## src/rtl/zynq_axil_fifo_bridge.sv

```systemverilog
// rtl/zynq_axil_fifo_bridge.sv - AXI4-Lite slave bridging PS writes/reads to PS->PL / PL->PS word FIFOs and a CSR bank
// Optional loopback of PS->PL into PL->PS: define ZYNQ_AXIL_FIFO_BRIDGE_LOOPBACK_EN
module zynq_axil_fifo_bridge #(
    parameter int C_S00_AXI_DATA_WIDTH = 32,
    parameter int C_S00_AXI_ADDR_WIDTH = 10,
    parameter int FIFO_DEPTH           = 16,
    parameter int NUM_CSR              = 4
) (
    input  logic                                    aclk,
    input  logic                                    aresetn,
    input  logic [C_S00_AXI_ADDR_WIDTH-1:0]         s00_axi_awaddr,
    input  logic [2:0]                              s00_axi_awprot,
    input  logic                                    s00_axi_awvalid,
    output logic                                    s00_axi_awready,
    input  logic [C_S00_AXI_DATA_WIDTH-1:0]         s00_axi_wdata,
    input  logic [C_S00_AXI_DATA_WIDTH/8-1:0]       s00_axi_wstrb,
    input  logic                                    s00_axi_wvalid,
    output logic                                    s00_axi_wready,
    output logic [1:0]                              s00_axi_bresp,
    output logic                                    s00_axi_bvalid,
    input  logic                                    s00_axi_bready,
    input  logic [C_S00_AXI_ADDR_WIDTH-1:0]         s00_axi_araddr,
    input  logic [2:0]                              s00_axi_arprot,
    input  logic                                    s00_axi_arvalid,
    output logic                                    s00_axi_arready,
    output logic [C_S00_AXI_DATA_WIDTH-1:0]         s00_axi_rdata,
    output logic [1:0]                              s00_axi_rresp,
    output logic                                    s00_axi_rvalid,
    input  logic                                    s00_axi_rready,
    output logic [C_S00_AXI_DATA_WIDTH-1:0]         ps_to_pl_data_o,
    output logic                                    ps_to_pl_v_o,
    input  logic                                    ps_to_pl_ready_i,
    input  logic [C_S00_AXI_DATA_WIDTH-1:0]         pl_to_ps_data_i,
    input  logic                                    pl_to_ps_v_i,
    output logic                                    pl_to_ps_ready_o,
    output logic [C_S00_AXI_DATA_WIDTH*NUM_CSR-1:0] csr_o
);
    localparam int DW = C_S00_AXI_DATA_WIDTH;
    localparam int WA = C_S00_AXI_ADDR_WIDTH - 2;
    localparam int PW = $clog2(FIFO_DEPTH);
    localparam int CW = PW + 1;
    localparam logic [1:0] RESP_OKAY   = 2'b00;
    localparam logic [1:0] RESP_SLVERR = 2'b10;

    logic          r_bvalid, r_rvalid, r_ovf, r_unf;
    logic [1:0]    r_bresp, r_rresp;
    logic [DW-1:0] r_rdata;
    logic [DW-1:0] r_csr [NUM_CSR];
    logic [DW-1:0] r_a_mem [FIFO_DEPTH];
    logic [DW-1:0] r_b_mem [FIFO_DEPTH];
    logic [PW-1:0] r_a_wp, r_a_rp, r_b_wp, r_b_rp;
    logic [CW-1:0] r_a_cnt, r_b_cnt;

    logic          w_wr_hs, w_rd_hs, w_a_full, w_a_empty, w_b_full, w_b_empty;
    logic          w_a_push, w_a_pop, w_b_push, w_b_pop, w_ovf_set, w_unf_set, w_lb_rd;
    logic          w_wr_fifo, w_wr_stat, w_rd_fifo;
    logic [1:0]    w_rresp;
    logic [DW-1:0] w_rdata, w_a_head, w_b_head, w_b_din;
    logic [WA-1:0] w_waddr, w_raddr;
    logic          w_unused;

    function automatic logic is_csr_page(input logic [WA-1:0] a);
        return a[WA-1:6] == (WA-6)'(1);
    endfunction

    assign w_unused = ^{s00_axi_awprot, s00_axi_arprot, s00_axi_awaddr[1:0], s00_axi_araddr[1:0]};
    assign w_waddr  = s00_axi_awaddr[C_S00_AXI_ADDR_WIDTH-1:2];
    assign w_raddr  = s00_axi_araddr[C_S00_AXI_ADDR_WIDTH-1:2];

    // Ready lines are combinational but gated by reset so they read 0 while held in reset
    assign w_wr_hs         = aresetn & s00_axi_awvalid & s00_axi_wvalid & ~r_bvalid;
    assign w_rd_hs         = aresetn & s00_axi_arvalid & ~r_rvalid;
    assign s00_axi_awready = w_wr_hs;
    assign s00_axi_wready  = w_wr_hs;
    assign s00_axi_arready = aresetn & ~r_rvalid;
    assign s00_axi_bvalid  = r_bvalid;
    assign s00_axi_bresp   = r_bresp;
    assign s00_axi_rvalid  = r_rvalid;
    assign s00_axi_rresp   = r_rresp;
    assign s00_axi_rdata   = r_rdata;

    assign w_a_full  = (r_a_cnt == CW'(FIFO_DEPTH));
    assign w_a_empty = (r_a_cnt == '0);
    assign w_b_full  = (r_b_cnt == CW'(FIFO_DEPTH));
    assign w_b_empty = (r_b_cnt == '0);
    assign w_a_head  = r_a_mem[r_a_rp];
    assign w_b_head  = r_b_mem[r_b_rp];
    assign ps_to_pl_data_o = w_a_head;

    assign w_wr_fifo = w_wr_hs & (w_waddr == WA'(0));
    assign w_wr_stat = w_wr_hs & (w_waddr == WA'(4));
    assign w_rd_fifo = w_rd_hs & (w_raddr == WA'(2));
    assign w_a_push  = w_wr_fifo & (~w_a_full | w_a_pop);
    assign w_ovf_set = w_wr_fifo & ~w_a_push;
    assign w_b_pop   = w_rd_fifo & ~w_b_empty;
    assign w_unf_set = w_rd_fifo & w_b_empty;

`ifdef ZYNQ_AXIL_FIFO_BRIDGE_LOOPBACK_EN
    logic r_lb;
    logic w_drain;
    assign w_drain          = r_lb & ~w_a_empty & ~w_b_full;
    assign w_a_pop          = r_lb ? w_drain : (~w_a_empty & ps_to_pl_ready_i);
    assign w_b_push         = r_lb ? w_drain : (pl_to_ps_v_i & ~w_b_full);
    assign w_b_din          = r_lb ? w_a_head : pl_to_ps_data_i;
    assign ps_to_pl_v_o     = ~w_a_empty & ~r_lb;
    assign pl_to_ps_ready_o = ~w_b_full & ~r_lb;
    assign w_lb_rd          = r_lb;

    always_ff @(posedge aclk or negedge aresetn) begin
        if (!aresetn) begin
            r_lb <= 1'b0;
        end else if (w_wr_stat) begin
            r_lb <= s00_axi_wdata[8];
        end
    end
`else
    assign w_a_pop          = ~w_a_empty & ps_to_pl_ready_i;
    assign w_b_push         = pl_to_ps_v_i & ~w_b_full;
    assign w_b_din          = pl_to_ps_data_i;
    assign ps_to_pl_v_o     = ~w_a_empty;
    assign pl_to_ps_ready_o = ~w_b_full;
    assign w_lb_rd          = 1'b0;
`endif

    always_comb begin
        w_rdata = '0;
        w_rresp = RESP_OKAY;
        if (w_raddr == WA'(1)) begin
            w_rdata = DW'(CW'(FIFO_DEPTH) - r_a_cnt);
        end else if (w_raddr == WA'(2)) begin
            if (w_b_empty) w_rresp = RESP_SLVERR;
            else           w_rdata = w_b_head;
        end else if (w_raddr == WA'(3)) begin
            w_rdata = DW'(r_b_cnt);
        end else if (w_raddr == WA'(4)) begin
            w_rdata = DW'({w_lb_rd, 6'b0, r_unf, r_ovf});
        end else if (is_csr_page(w_raddr)) begin
            for (int i = 0; i < NUM_CSR; i++) begin
                if (w_raddr[5:0] == 6'(i)) w_rdata = r_csr[i];
            end
        end
    end

    always_ff @(posedge aclk or negedge aresetn) begin
        if (!aresetn) begin
            r_bvalid <= 1'b0;
            r_bresp  <= RESP_OKAY;
            r_rvalid <= 1'b0;
            r_rresp  <= RESP_OKAY;
            r_rdata  <= '0;
            r_ovf    <= 1'b0;
            r_unf    <= 1'b0;
        end else begin
            if (w_wr_hs) begin
                r_bvalid <= 1'b1;
                r_bresp  <= w_ovf_set ? RESP_SLVERR : RESP_OKAY;
            end else if (s00_axi_bready) begin
                r_bvalid <= 1'b0;
            end
            if (w_rd_hs) begin
                r_rvalid <= 1'b1;
                r_rdata  <= w_rdata;
                r_rresp  <= w_rresp;
            end else if (s00_axi_rready) begin
                r_rvalid <= 1'b0;
            end
            // A new event in the same cycle as a W1C clear keeps the bit set
            r_ovf <= w_ovf_set | (r_ovf & ~(w_wr_stat & s00_axi_wdata[0]));
            r_unf <= w_unf_set | (r_unf & ~(w_wr_stat & s00_axi_wdata[1]));
        end
    end

    always_ff @(posedge aclk or negedge aresetn) begin
        if (!aresetn) begin
            for (int i = 0; i < NUM_CSR; i++) r_csr[i] <= '0;
        end else if (w_wr_hs && is_csr_page(w_waddr)) begin
            for (int i = 0; i < NUM_CSR; i++) begin
                if (w_waddr[5:0] == 6'(i)) begin
                    for (int b = 0; b < DW/8; b++) begin
                        if (s00_axi_wstrb[b]) r_csr[i][8*b +: 8] <= s00_axi_wdata[8*b +: 8];
                    end
                end
            end
        end
    end

    for (genvar g = 0; g < NUM_CSR; g++) begin : g_csr_out
        assign csr_o[DW*g +: DW] = r_csr[g];
    end

    always_ff @(posedge aclk or negedge aresetn) begin
        if (!aresetn) begin
            r_a_wp  <= '0;
            r_a_rp  <= '0;
            r_a_cnt <= '0;
            r_b_wp  <= '0;
            r_b_rp  <= '0;
            r_b_cnt <= '0;
        end else begin
            if (w_a_push) r_a_wp <= r_a_wp + PW'(1);
            if (w_a_pop)  r_a_rp <= r_a_rp + PW'(1);
            if (w_a_push & ~w_a_pop)      r_a_cnt <= r_a_cnt + CW'(1);
            else if (~w_a_push & w_a_pop) r_a_cnt <= r_a_cnt - CW'(1);
            if (w_b_push) r_b_wp <= r_b_wp + PW'(1);
            if (w_b_pop)  r_b_rp <= r_b_rp + PW'(1);
            if (w_b_push & ~w_b_pop)      r_b_cnt <= r_b_cnt + CW'(1);
            else if (~w_b_push & w_b_pop) r_b_cnt <= r_b_cnt - CW'(1);
        end
    end

    always_ff @(posedge aclk) begin
        if (w_a_push) r_a_mem[r_a_wp] <= s00_axi_wdata;
        if (w_b_push) r_b_mem[r_b_wp] <= w_b_din;
    end

endmodule

```

## config.mk

```make
export PLATFORM = sky130hd
export DESIGN_NAME = zynq_axil_fifo_bridge
export DESIGN_NICKNAME = d
export VERILOG_FILES = /design/src/rtl/zynq_axil_fifo_bridge.sv
export SDC_FILE = /design/constraint.sdc
export NUM_CORES = 1
export LEC_CHECK = 0
export BUFFER_PORTS_ARGS = -buffer_cell sky130_fd_sc_hd__buf_4
export CAP_MARGIN = 20
export CORE_ASPECT_RATIO = 0.7
export CORE_UTILIZATION = 55
export CTS_BUF_LIST = sky130_fd_sc_hd__clkbuf_2
export DETAILED_ROUTE_END_ITERATION = 10
export GPL_TIMING_DRIVEN = 0
export PLACE_DENSITY = 0.73
export SYNTH_ARGS = -nofsm -noshare
export SYNTH_HDL_FRONTEND = slang
export SYNTH_SLANG_ARGS = --single-unit
```

## constraint.sdc

```tcl
create_clock -name aclk -period 6.8 [get_ports aclk]
set_input_delay 1.02 -clock aclk [delete_from_list [all_inputs] [get_ports aclk]]
set_output_delay 1.02 -clock aclk [all_outputs]
set_load 0.005 [all_outputs]
```

==> flow_summary.yaml, run 1 <==
clock_tree:
  clock-sinks: 1216
  numCtsBuffers: 291
  cts-root-buf: "clkbuf_2"
  ctsHtreeMaxLevel: 5
  clock_path_buffers: 4
  cts.clk_slew.worst_paths_ps: 120
  cts_tree: "built"
  clk_latency_ps: 1580
  ctsResizeCount: 0
yosys:
  synthFlopType: "edfxtp_1"
  synth_area_sq_um: 47400
  ys_ff_latch: 1216
  yosys_warnings: 0
  yosysTopAreaCell: "edfxtp_1"
  synth_cells: 2302
  synth_top_cells_by_area: "edfxtp_1 65%, mux4_2 14%, dfrtp_1 10%, mux2_2 3.2%, a22oi_1 0.93%"
  avgSynthCellArea_sq_um: 20.6
  synth_edf_count: 1024
  ys_types: 53
  synthArstFlopShare_pct: 15.8
  netlist.area_leader.share_pct: 64.8
  ys_seq_area_share_pct: 75.0
route:
  vias: 27500
  drtIter0Drc: 3562
  wl_microns: 133000
  drtAntennaViolNets: 0
  dr.pass1.iters: 6
  viasPerCell: 6.30
  wl_per_cell_microns: 30.4
  drc: 0
floorplanning:
  start_util_pct: 55.9
  dieArea_sq_um: 87400
  core.rowCount: 89
  coreArea_sq_um: 84900
  dieHeight_microns: 248
  pin_count: 306
  die_w_microns: 353
critical_path:
  critPathSlowestCell: "clkbuf_1"
  slowest_delay_ps: 790
  start_kind: "flip-flop"
  cp_cell_sequence: "clkbuf_1, clkbuf_1, mux4_2, mux4_2, buf_4"
  cp.required_ps: 5780
  worstPathMaxFanout: 10
  worst-path-buf-inv: 3
  path_class: "flip-flop to output pin"
  critPathCaptureType: "output pin"
  crit_family: "buffers and inverters"
  cp.arrival_ps: 4460
global_routing:
  grt_max_degree: 111
  overflow: 0
  antenna_found_initial: 4
  grtUsageTotal_pct: 30.7
  grt_pass1_vias: 27600
  grt_pass1_wl_microns: 188000
power:
  ir_worst_vdd_mv: 0.144
  fin_total_pwr_w: 0.0170
  p_seq_share_pct: 50.9
  intPower_w: 0.0122
  combPwrFrac_pct: 21.0
  clockPowerShare_pct: 28.1
  power.density_nw_per_um2: 307
  p_sw_share_pct: 28.5
  p_leak_nw: 20.0
  p_sw_w: 0.00486
layout:
  layout_common_cells: "1024 x edfxtp_1, 436 x clkbuf_2, 301 x buf_4"
  syn_to_final_growth_pct: 17.1
  finalCoreUtilization_pct: 65.5
  nNetsFinal: 3151
  drive_gt1_share_pct: 40.2
  final_common_cell: "edfxtp_1"
sta:
  fmax_mhz: 182
  rsz0062_at_grt: "no"
  setup_viol: 0
  skew_ps: 187
  fin_crit_ps: 5480
  layout_worst_path_cycle_share_pct: 80.6
  final_hold_viol_count: 0
  relSlewSlack_pct: 6.88
  drv_slew: 0
  worstMarginPinSlew_ps: 1400
status:
  status: "finished, final reports clean"
run:
  drv_cap: 0
placement:
  gp_congestion: 0.891
  hpwl_microns: 90600
  numPortBuffers: 292
worst_hold_path:
  min_path_type: "input pin to flip-flop"
## final timing paths
check / startpoint / to / slack, ps / cells past startpoint
setup / recovery: r_a_rp[1] / ps_to_pl_data_o[31] / 1320 / 5
hold / removal: s00_axi_awvalid / s00_axi_bvalid / 200 / 3
setup reg to reg: r_a_cnt[0] / r_a_mem[12][21] / 2400 / 11
hold reg to reg: csr_o[53] / csr_o[53] / 540 / 1
max in group asynchronous: aresetn / csr_o[114] / 5480 / 3
min in group asynchronous: aresetn / csr_o[67] / 220 / 2
## per-stage QoR
step	area, sq um	setup TNS, ps	hold WS, ps	setup WS, ps	instances
floorplan	47400	0	462	2500	2303
global placement	51100	-535950	510	-2220	3732
detailed placement	52100	0	508	1320	3789
CTS	55500	0	27.7	1200	4354
global route	55600	0	88.8	1150	4361
finish	55600	0	200	1320	4363
## tightest hold or removal path, cell delays in order
cell and delay [ps]:
buf_4 110, nand4b_1 360, o21ai_0 160
## power groups by stage
| stage | clock (W) | sequential (W) | combinational [W] |
|---|---|---|---|
| after global placement | 0 | 0.00883 | 0.00328 |
| final | 0.00479 | 0.00866 | 0.00358 |
| after detailed placement | 0 | 0.00882 | 0.00349 |
| after global routing | 0.00523 | 0.00869 | 0.00376 |
| after CTS | 0.00486 | 0.00866 | 0.00354 |
| after floorplan | 0 | 0.00877 | 0.00203 |
## area by class of cell
class / count / area, sq um
repair buffers: 429 / 3940
diodes: 3 / 7.51
fillers: 5705 / 29300
well taps: 1137 / 1420
clock buffers: 436 / 2180
plain buffers: 119 / 492
clock inverters: 55 / 424
inverters: 22 / 82.6
multi-input cells: 946 / 11500
flip-flops and latches: 1216 / 35600
## what timing repair did
action,CTS,global route
endpoints found under the setup margin,0,0
setup buffers,0,0
endpoints found under the hold margin,1274,0
hold buffers,74,0
## per-layer routing
layer | global-route usage (%) | up-vias | share of wire, %
met4 | 8.85 | 0 | 1.9
met1 | 43.6 | 14200 | 39
li1 | - | 11100 | -
met2 | 43.2 | 1935 | 44
met3 | 13.5 | 200 | 15
met5 | 0 | - | 0
## cells in the mapped netlist, drive strengths merged (6+ instances only)
cell	instances
xor2	6
a22oi	59
and2	16
a221o	26
mux4	288
mux2	136
dfrtp	192
a21oi	36
ha	21
inv	22
o21ai	21
nor2	71
edfxtp	1024
nand2	100
and3	27
xnor2	17
nor2b	12
clkbuf	74
a221oi	26
nor3b	7
nand3	16
buf	45
## registers in the layout (all words and copies together) (netlist names), 4 cells and up
signal         flops
csr_o            128
r_a_mem          512
r_b_wp             4
r_a_rp             4
r_b_mem          512
r_b_cnt            5
r_a_cnt            5
r_a_wp             4
s00_axi_rdata     32
r_b_rp             4
## logic make-up after synthesis
group	synth area share, %
buffers and inverters	1.21
other	0.00791
and+or+nand+nor	2.80
adders and majority gates	0.638
DFF	75.0
muxes	16.9
xor gates and xnor gates	0.425
AOI/OAI and AO/OA	3.04
No activity file was read; power rests on OpenSTA's default activity.
==> run 2, diff against run 1 <==
Clock period 6.8 ns to 5.4 ns, I/O delays scaled along.
==> flow_summary.yaml, run 2 (same netlist as run 1, synthesis figures left out) <==
placement:
  hpwl_microns: 90600
  placed_area_sq_um: 52100
  gp_congestion: 0.891
  numPortBuffers: 292
worst_hold_path:
  min_path_type: "input pin to flip-flop"
  hold_start: "pl_to_ps_data_i[3]"
route:
  drtIter0Drc: 3632
  drc: 0
  dr.pass1.iters: 8
  wl_microns: 134000
  vias: 27700
  drtAntennaViolNets: 0
  wl_per_cell_microns: 30.3
  viasPerCell: 6.28
sta:
  layout_worst_path_cycle_share_pct: 98.3
  finalSetupTns_ps: 0
  fin_crit_ps: 5310
  setup_viol: 0
  relSlewSlack_pct: 10.1
  worstMarginPinSlew_ps: 1350
  skew_ps: 212
  rsz0062_at_grt: "no"
  drv_slew: 0
  final_hold_viol_count: 0
  fmax_mhz: 188
layout:
  nNetsFinal: 3192
  final_cell_area_sq_um: 56000
  layout_common_cells: "1024 x edfxtp_1, 437 x clkbuf_2, 301 x buf_4"
  final_common_cell: "edfxtp_1"
  finalCoreUtilization_pct: 66.0
  syn_to_final_growth_pct: 18.1
  drive_gt1_share_pct: 39.7
  nFillCells: 5668
floorplanning:
  dieArea_sq_um: 87400
  dieHeight_microns: 248
  start_util_pct: 55.9
  core.rowCount: 89
  coreArea_sq_um: 84900
  pin_count: 306
  die_w_microns: 353
power:
  fin_total_pwr_w: 0.0215
  intPower_w: 0.0153
  p_sw_w: 0.00613
  combPwrFrac_pct: 21.0
  power.density_nw_per_um2: 383
  p_seq_share_pct: 50.8
  p_leak_nw: 20.2
  ir_worst_vdd_mv: 0.180
  p_sw_share_pct: 28.5
  clockPowerShare_pct: 28.2
global_routing:
  grt_pass1_vias: 27900
  grt_max_degree: 109
  overflow: 0
  grtUsageTotal_pct: 30.9
  antenna_found_initial: 4
  grt_pass1_wl_microns: 189000
clock_tree:
  ctsHtreeMaxLevel: 5
  clk_latency_ps: 1610
  cts.clk_slew.worst_paths_ps: 120
  cts-root-buf: "clkbuf_2"
  clock-sinks: 1216
  cts_tree: "built"
  postCtsSetupRepairBufs: 0
  clock_path_buffers: 4
  numCtsBuffers: 291
critical_path:
  start_kind: "flip-flop"
  r2r-start: "r_a_cnt[1]"
  crit_family: "buffers and inverters"
  cp.required_ps: 4590
  path_class: "flip-flop to output pin"
  worst-path-buf-inv: 3
  cp_cell_sequence: "clkbuf_1, clkbuf_1, mux4_2, mux4_2, buf_4"
  critPathCaptureType: "output pin"
  worstPathMaxFanout: 10
  setup.worst_path.start: "r_a_rp[1]"
  slowest_delay_ps: 790
  critPathSlowestCell: "clkbuf_1"
  cp.arrival_ps: 4500
run:
  drv_cap: 0
status:
  status: "finished, final reports clean"
==> run 2: power by group through the flow <==
stage / combinational (W) / clock, W / sequential (W)
floorplan: 0.00255 / 0 / 0.0110
CTS: 0.00449 / 0.00612 / 0.0109
global placement: 0.00413 / 0 / 0.0111
detailed placement: 0.00439 / 0 / 0.0111
global route: 0.00475 / 0.00659 / 0.0109
finish: 0.00452 / 0.00605 / 0.0109
==> run 2: area by class of cell <==
cell class                      instances  area (sq um)  share of cell area, %
Tap cell                             1137          1420                   2.54
Buffer                                119           495                  0.885
Clock buffer                          436          2180                   3.90
Inverter                               22          82.6                  0.147
Multi-Input combinational cell        946         11500                   20.5
Clock inverter                         55           424                  0.757
Timing Repair Buffer                  470          4360                   7.79
Sequential cell                      1216         35600                   63.5
Antenna cell                            5          12.5                 0.0223
==> run 2: path summary, 6_finish.rpt <==
check	endpoint	slack, ps	cells after the start
max	ps_to_pl_data_o[31]	90	5
min	r_b_mem[4][3]	180	2
max reg2reg	r_a_mem[12][21]	980	11
min reg2reg	csr_o[53]	540	1
max in group asynchronous	r_b_cnt[2]	4310	4
min in group asynchronous	csr_o[62]	520	4
==> run 2: repair_timing <==
action                                  4_1_cts  5_1_grt
endpoints found under the setup margin        0        9
gates resized for setup                       0        3
hold buffers                                116        0
endpoints found under the hold margin      1358        0
==> run 2: stage by stage <==
stage                     hold slack (ps)  setup WS [ps]  std cells
after floorplan                       462           1310       2303
final                                 182           91.6       4406
after detailed placement              508            127       3789
after global placement                510          -3410       3732
after global routing                 87.5           32.6       4402
after CTS                            1.62           12.2       4396
==> run 2: routing by layer <==
layer	share of wire (%)	track usage [%]	routed length (microns)
met1	39	43.8	52700
met2	43	43.5	58100
met3	15	13.6	20000
met4	2.1	9.19	2850
met5	0	0	0
